**config.mk**
```make
export PLATFORM = sky130hd
export DESIGN_NAME = ot_soc_top
export DESIGN_NICKNAME = d
export VERILOG_FILES = /design/src/rtl/ot_soc_top.sv
export SDC_FILE = /design/constraint.sdc
export NUM_CORES = 1
export LEC_CHECK = 0
export ABC_CLOCK_PERIOD_IN_PS = 2800
export CAP_MARGIN = 25
export CORE_MARGIN = 4
export CORE_UTILIZATION = 56
export CTS_CLUSTER_DIAMETER = 100
export CTS_CLUSTER_SIZE = 24
export DETAILED_ROUTE_END_ITERATION = 10
export PLACE_DENSITY = 0.75
export RECOVER_POWER = 25
export SYNTH_ARGS = -nofsm -noshare
export SYNTH_HDL_FRONTEND = slang
export SYNTH_SLANG_ARGS = --single-unit
export TNS_END_PERCENT = 100
```
**constraint.sdc**
```tcl
create_clock -name clk_i -period 2.8 [get_ports clk_i]
set_clock_uncertainty 0.15 [all_clocks]
set_input_delay 0.56 -clock clk_i [delete_from_list [all_inputs] [get_ports clk_i]]
set_output_delay 0.56 -clock clk_i [all_outputs]
set_load 0.05 [all_outputs]
```
**src/rtl/ot_soc_top.sv**
```systemverilog
// ot_soc_top - minimal SoC top level.
//
// After reset, sends the 32-bit identity code LSB byte first over an 8N1 UART
// (optional). After that, every correctly framed byte received on the UART
// is sent back out on the same UART through a 4-entry FIFO. A single GPIO
// input is synchronised and driven onto the GPIO output.
//
// Ports:
//   clk_i    sole clock, rising edge
//   rst_ni   asynchronous active-low reset
//   uart_rx  UART receive line (asynchronous, idles high)
//   uart_tx  UART transmit line (registered, idles high)
//   gpio_i   general-purpose input (asynchronous)
//   gpio_o   general-purpose output (gpio_i after a 2-flop synchroniser)
module ot_soc_top #(
    parameter logic [31:0] JTAG_ID      = 32'h0000_0001,
    parameter logic        DirectDmiTap = 1'b1,
    parameter int          CLKS_PER_BIT = 16
) (
    input  logic clk_i,
    input  logic rst_ni,
    input  logic uart_rx,
    output logic uart_tx,
    input  logic gpio_i,
    output logic gpio_o
);

    localparam int            CW        = $clog2(CLKS_PER_BIT);
    localparam logic [CW-1:0] BIT_LAST  = CW'(CLKS_PER_BIT - 1);
    localparam logic [CW-1:0] HALF_LAST = CW'(CLKS_PER_BIT / 2 - 1);
    localparam logic [2:0]    BANNER_N  = DirectDmiTap ? 3'd4 : 3'd0;

    typedef enum logic [1:0] {RX_IDLE, RX_START, RX_DATA, RX_STOP} rx_state_e;
    typedef enum logic [1:0] {TX_IDLE, TX_START, TX_DATA, TX_STOP} tx_state_e;

    // ------------------------------------------------------------------
    // Synchronisers. Reset low so a line held low through reset can never
    // look like an idle-high line and arm the receiver.
    // ------------------------------------------------------------------
    logic [1:0] rx_sync_q, rx_sync_d;
    logic [1:0] gpio_sync_q, gpio_sync_d;
    logic       rx_s;

    assign rx_sync_d   = {rx_sync_q[0], uart_rx};
    assign gpio_sync_d = {gpio_sync_q[0], gpio_i};
    assign rx_s        = rx_sync_q[1];

    // ------------------------------------------------------------------
    // Receiver
    // ------------------------------------------------------------------
    rx_state_e     rx_state_q, rx_state_d;
    logic [CW-1:0] rx_cnt_q, rx_cnt_d;
    logic [2:0]    rx_bit_q, rx_bit_d;
    logic [7:0]    rx_shift_q, rx_shift_d;
    logic          rx_armed_q, rx_armed_d;
    logic          rx_push;

    always_comb begin
        rx_state_d = rx_state_q;
        rx_cnt_d   = rx_cnt_q;
        rx_bit_d   = rx_bit_q;
        rx_shift_d = rx_shift_q;
        rx_armed_d = rx_armed_q | rx_s;
        rx_push    = 1'b0;
        unique case (rx_state_q)
            RX_IDLE: begin
                if (rx_armed_q && !rx_s) begin
                    rx_state_d = RX_START;
                    rx_cnt_d   = '0;
                end
            end
            RX_START: begin
                // Half a bit after the edge: still low means a real start bit.
                if (rx_cnt_q == HALF_LAST) begin
                    rx_cnt_d   = '0;
                    rx_bit_d   = '0;
                    rx_state_d = rx_s ? RX_IDLE : RX_DATA;
                end else begin
                    rx_cnt_d = rx_cnt_q + CW'(1);
                end
            end
            RX_DATA: begin
                if (rx_cnt_q == BIT_LAST) begin
                    rx_cnt_d   = '0;
                    rx_shift_d = {rx_s, rx_shift_q[7:1]};
                    if (rx_bit_q == 3'd7) rx_state_d = RX_STOP;
                    else                  rx_bit_d   = rx_bit_q + 3'd1;
                end else begin
                    rx_cnt_d = rx_cnt_q + CW'(1);
                end
            end
            RX_STOP: begin
                if (rx_cnt_q == BIT_LAST) begin
                    rx_cnt_d   = '0;
                    rx_state_d = RX_IDLE;
                    // A low stop bit discards the byte and disarms until the
                    // line is seen high, so a stuck-low line yields nothing.
                    if (rx_s) rx_push    = 1'b1;
                    else      rx_armed_d = 1'b0;
                end else begin
                    rx_cnt_d = rx_cnt_q + CW'(1);
                end
            end
            default: rx_state_d = RX_IDLE;
        endcase
    end

    // ------------------------------------------------------------------
    // Echo FIFO (4 entries). A pop in the same cycle frees a slot for a push.
    // ------------------------------------------------------------------
    logic [3:0][7:0] fifo_q, fifo_d;
    logic [1:0]      wr_ptr_q, wr_ptr_d, rd_ptr_q, rd_ptr_d;
    logic [2:0]      fifo_cnt_q, fifo_cnt_d;
    logic            fifo_pop, push_ok;

    assign push_ok = rx_push && ((fifo_cnt_q != 3'd4) || fifo_pop);

    always_comb begin
        fifo_d   = fifo_q;
        wr_ptr_d = wr_ptr_q;
        rd_ptr_d = rd_ptr_q;
        if (push_ok) begin
            fifo_d[wr_ptr_q] = rx_shift_q;
            wr_ptr_d         = wr_ptr_q + 2'd1;
        end
        if (fifo_pop) rd_ptr_d = rd_ptr_q + 2'd1;
        fifo_cnt_d = fifo_cnt_q + {2'b00, push_ok} - {2'b00, fifo_pop};
    end

    // ------------------------------------------------------------------
    // Transmitter and banner sequencing
    // ------------------------------------------------------------------
    tx_state_e     tx_state_q, tx_state_d;
    logic [CW-1:0] tx_cnt_q, tx_cnt_d;
    logic [2:0]    tx_bit_q, tx_bit_d;
    logic [7:0]    tx_shift_q, tx_shift_d;
    logic          tx_q, tx_d;
    logic [2:0]    banner_left_q, banner_left_d;
    logic          banner_pend, tx_ready, tx_load;
    logic [1:0]    banner_idx;
    logic [7:0]    load_byte;

    assign banner_pend = (banner_left_q != 3'd0);
    assign banner_idx  = 2'(3'd4 - banner_left_q);
    // Loading in the last stop-bit cycle makes consecutive frames back-to-back.
    assign tx_ready    = (tx_state_q == TX_IDLE) ||
                         (tx_state_q == TX_STOP && tx_cnt_q == BIT_LAST);
    assign tx_load     = tx_ready && (banner_pend || fifo_cnt_q != 3'd0);
    assign fifo_pop    = tx_ready && !banner_pend && (fifo_cnt_q != 3'd0);

    always_comb begin
        unique case (banner_idx)
            2'd0:    load_byte = JTAG_ID[7:0];
            2'd1:    load_byte = JTAG_ID[15:8];
            2'd2:    load_byte = JTAG_ID[23:16];
            default: load_byte = JTAG_ID[31:24];
        endcase
        if (!banner_pend) load_byte = fifo_q[rd_ptr_q];
    end

    always_comb begin
        tx_state_d    = tx_state_q;
        tx_cnt_d      = tx_cnt_q;
        tx_bit_d      = tx_bit_q;
        tx_shift_d    = tx_shift_q;
        tx_d          = tx_q;
        banner_left_d = banner_left_q;
        unique case (tx_state_q)
            TX_IDLE: ;
            TX_START: begin
                if (tx_cnt_q == BIT_LAST) begin
                    tx_cnt_d   = '0;
                    tx_bit_d   = '0;
                    tx_state_d = TX_DATA;
                    tx_d       = tx_shift_q[0];
                end else begin
                    tx_cnt_d = tx_cnt_q + CW'(1);
                end
            end
            TX_DATA: begin
                if (tx_cnt_q == BIT_LAST) begin
                    tx_cnt_d = '0;
                    if (tx_bit_q == 3'd7) begin
                        tx_state_d = TX_STOP;
                        tx_d       = 1'b1;
                    end else begin
                        tx_bit_d   = tx_bit_q + 3'd1;
                        tx_shift_d = {1'b0, tx_shift_q[7:1]};
                        tx_d       = tx_shift_q[1];
                    end
                end else begin
                    tx_cnt_d = tx_cnt_q + CW'(1);
                end
            end
            TX_STOP: begin
                if (tx_cnt_q == BIT_LAST) begin
                    tx_cnt_d   = '0;
                    tx_state_d = TX_IDLE;
                end else begin
                    tx_cnt_d = tx_cnt_q + CW'(1);
                end
            end
            default: tx_state_d = TX_IDLE;
        endcase
        if (tx_load) begin
            tx_state_d = TX_START;
            tx_cnt_d   = '0;
            tx_shift_d = load_byte;
            tx_d       = 1'b0;
            if (banner_pend) banner_left_d = banner_left_q - 3'd1;
        end
    end

    // ------------------------------------------------------------------
    // State registers
    // ------------------------------------------------------------------
    always_ff @(posedge clk_i or negedge rst_ni) begin
        if (!rst_ni) begin
            rx_sync_q     <= '0;
            gpio_sync_q   <= '0;
            rx_state_q    <= RX_IDLE;
            rx_cnt_q      <= '0;
            rx_bit_q      <= '0;
            rx_shift_q    <= '0;
            rx_armed_q    <= 1'b0;
            fifo_q        <= '0;
            wr_ptr_q      <= '0;
            rd_ptr_q      <= '0;
            fifo_cnt_q    <= '0;
            tx_state_q    <= TX_IDLE;
            tx_cnt_q      <= '0;
            tx_bit_q      <= '0;
            tx_shift_q    <= '0;
            tx_q          <= 1'b1;
            banner_left_q <= BANNER_N;
        end else begin
            rx_sync_q     <= rx_sync_d;
            gpio_sync_q   <= gpio_sync_d;
            rx_state_q    <= rx_state_d;
            rx_cnt_q      <= rx_cnt_d;
            rx_bit_q      <= rx_bit_d;
            rx_shift_q    <= rx_shift_d;
            rx_armed_q    <= rx_armed_d;
            fifo_q        <= fifo_d;
            wr_ptr_q      <= wr_ptr_d;
            rd_ptr_q      <= rd_ptr_d;
            fifo_cnt_q    <= fifo_cnt_d;
            tx_state_q    <= tx_state_d;
            tx_cnt_q      <= tx_cnt_d;
            tx_bit_q      <= tx_bit_d;
            tx_shift_q    <= tx_shift_d;
            tx_q          <= tx_d;
            banner_left_q <= banner_left_d;
        end
    end

    assign uart_tx = tx_q;
    assign gpio_o  = gpio_sync_q[1];

endmodule

```
==> run summary <==
First-pass GRT wire length -> 11.3 mm
Clk_lat worst skew -> 340 ps
Mapped Cells -> 302
DRT iter0 DRCs -> 110
Slew @ Worst Pin -> 1480 ps
Final Power -> 3.49 mW
Max-slew violations -> 0
Nets -> 340
CTS Sinks -> 82
Dpl hpwl -> 4.33 mm
WP data arrival -> 2740 ps
Synth unique cells -> 44
Core footprint -> 0.00676 mm²
Status -> complete, no violations
CTS HTree Levels -> 3
YS warnings -> 0
Area delta synth->final -> 11.8%
Post-synth net total -> 321
WP data required -> 2880 ps
Detailed-route wire length -> 6.34 mm
Min Tclk post-route -> 2660 ps
Post-route cell area -> 0.00433 mm²
Seq cells post-synth -> 82
Share of cells above drive strength 1 -> 29.4%
Detail Route Antenna Nets -> 0
Drt wl/cell -> 15.6 µm
F_max -> 376 MHz
Post-layout util -> 64.1%
Pleak -> 2.00 nW
EDFF count, synth -> 0
Routability cong. -> 0.788
Top-area cell type share of the netlist area -> 51.7%
Final cycle utilization of the critical path -> 95.0%
Num CTS Buffers -> 9
Ports -> 6
Vias in the first global route -> 2,454
Clock Tree Buf Depth -> 2
Kind of critical path -> reg -> reg
DP Worst Slack -> -7.09 ps
Maximum VDD drop -> 0.000353 V
Hold Crit Depth -> 0
Drt pass-1 iters -> 4
Initial antenna violation count -> 0
Starting density of the core -> 57.3%
Root Driver -> clkbuf_8
Placed cell area -> 0.00408 mm²
Startpoint Class -> register
Cts hold-fix bufs -> 0
Finish-stage setup viols -> 0
Dominant cells by area after synthesis -> dfrtp_1 (52%), mux2_2 (13%), mux4_2 (4.7%), ha_1 (4.5%), o21ai_0 (3.0%)
Die ar. -> 0.00831 mm²
Vias per inst -> 5.80
Die Span Y -> 91.2 µm
Ys flop type -> dfrtp_1
Global Route Usage Sum -> 17.3%
Row cnt -> 30
Pwr dens -> 805 mW/mm²
Via count -> 2,355
Worst Setup Slack, final -> 141 ps
Post-Layout Cell Count -> 406
Placed Cells -> 389
Asr flop ratio synth -> 100%
Headroom to the max-slew limit -> 1.54%
MaxCap Viol Count -> 0
Most frequent cells in the layout -> dfrtp_1 (79), mux2_2 (43), nand2_1 (23), o21ai_0 (23), buf_4 (14)
DRC viols -> 0
Top cell type by total area after synthesis -> dfrtp_1
CTS tree -> yes
Pin count of the biggest net entering global routing -> 61
Crit path capture type -> register
Hold WC Path Type -> reg -> reg
R2r worst-path depth -> 12
Die width -> 91.2 µm
Final Hold Fails -> 0
Most common cell after layout, fill and taps aside -> dfrtp_1
Clock Pin Slew Worst Setup and Hold Paths -> 80 ps
Remaining global-route overflow -> 0
PortBufs -> 5
Synth Area per Inst -> 12.8 µm²
Sequential area share after synthesis -> 53.0%
CP max FO -> 4
Mapped Area -> 0.00387 mm²
Ant diodes -> 0
==> cells in the mapped netlist, types with 3 or more instances <==
library cell / number
dfrtp_1: 80
mux2_2: 43
nand2_1: 23
o21ai_0: 23
ha_1: 14
inv_1: 10
nor2_1: 9
clkbuf_1: 8
mux4_2: 8
nor2b_1: 8
a21oi_1: 6
a22o_1: 6
a2bb2oi_1: 6
xnor2_1: 6
nand3_1: 4
nand3_4: 4
nor3_1: 4
nand2b_1: 3
nand3b_1: 3
xor2_1: 3
==> logic make-up after synthesis <==
kind of cell / count (synthesis) / synth area share [%]
muxes: 52 / 17.4
and+or+nand+nor: 66 / 10.1
AOI/OAI and AO/OA: 57 / 10.2
DFF: 82 / 53.0
adders and majority gates: 15 / 5.04
xor gates and xnor gates: 9 / 2.03
buffers and inverters: 21 / 2.10
==> cell type report <==
class                      instances  area [µm²]
multi-input combinational        199        1780
clock inverter                     5        78.8
fill                             526        2430
inverter                          10        37.5
clock buffer                      11         131
timing repair buffer              19         150
sequential                        82        2060
tap                               80         100
==> through the flow <==
stage	setup TNS [ps]	hold WS, ps
detailed placement	-7.09	191
global placement	0	183
CTS	0	149
finish	0	206
floorplan	0	114
global route	-24.1	211
==> registers in the layout, summed over array words and instances (netlist names), named ones only <==
register,cells
tx_bit_q,3
fifo_q,32
tx_state_q,2
uart_tx,1
rx_bit_q,3
rx_sync_q,2
wr_ptr_q,2
rx_armed_q,1
rx_cnt_q,4
rx_state_q,1
gpio_sync_q,2
rx_shift_q,8
tx_cnt_q,4
rd_ptr_q,2
fifo_cnt_q,3
banner_left_q,3
tx_shift_q,8
==> worst max-delay path: stages (launching register included) <==
cell      delay [ps]
dfrtp_1          430
ha_4             180
and4_4           260
a21oi_4           80
o211ai_4         170
nand2_1           90
ha_1             270
inv_1             60
ha_1             130
inv_1             50
fa_1             400
xnor2_2          150
xnor2_1          130
==> repair_timing <==
| item | CTS | global route |
|---|---|---|
| endpoints found under the hold margin | 0 | 0 |
| pin swaps | 0 | 2 |
| gates resized for setup | 1 | 7 |
| setup buffers | 0 | 1 |
| setup endpoints to repair | 1 | 1 |
==> routing by layer <==
metal	routed length, µm	share of wire (%)	track usage, %	vias up
met3	115	1.8	3.56	15
li1	-	-	-	1134
met4	134	2.1	8.29	0
met2	3120	49	28.3	14
met5	0	0	0	-
met1	2970	47	21.9	1192
==> path summary, 6_finish.rpt <==
check | startpoint | to | slack, ps
max | tx_cnt_q[1]$_DFFE_PN0P_ | fifo_cnt_q[2]$_DFF_PN0_ | 140
min | gpio_sync_q[0]$_DFF_PN0_ | gpio_sync_q[1]$_DFF_PN0_ | 210
max reg2reg | tx_cnt_q[1]$_DFFE_PN0P_ | fifo_cnt_q[2]$_DFF_PN0_ | 140
min reg2reg | gpio_sync_q[0]$_DFF_PN0_ | gpio_sync_q[1]$_DFF_PN0_ | 210
max in group asynchronous | rst_ni | tx_cnt_q[0]$_DFFE_PN0P_ | 1120
min in group asynchronous | rst_ni | tx_cnt_q[0]$_DFFE_PN0P_ | 420
==> report_power, final <==
part	leakage, nW	switching, mW	total [mW]	internal, mW
Combinational	0.820	0.499	0.973	0.474
Clock	0.107	0.405	0.906	0.502
Sequential	1.07	0.214	1.61	1.39
Power figures use the tool's default switching activity.
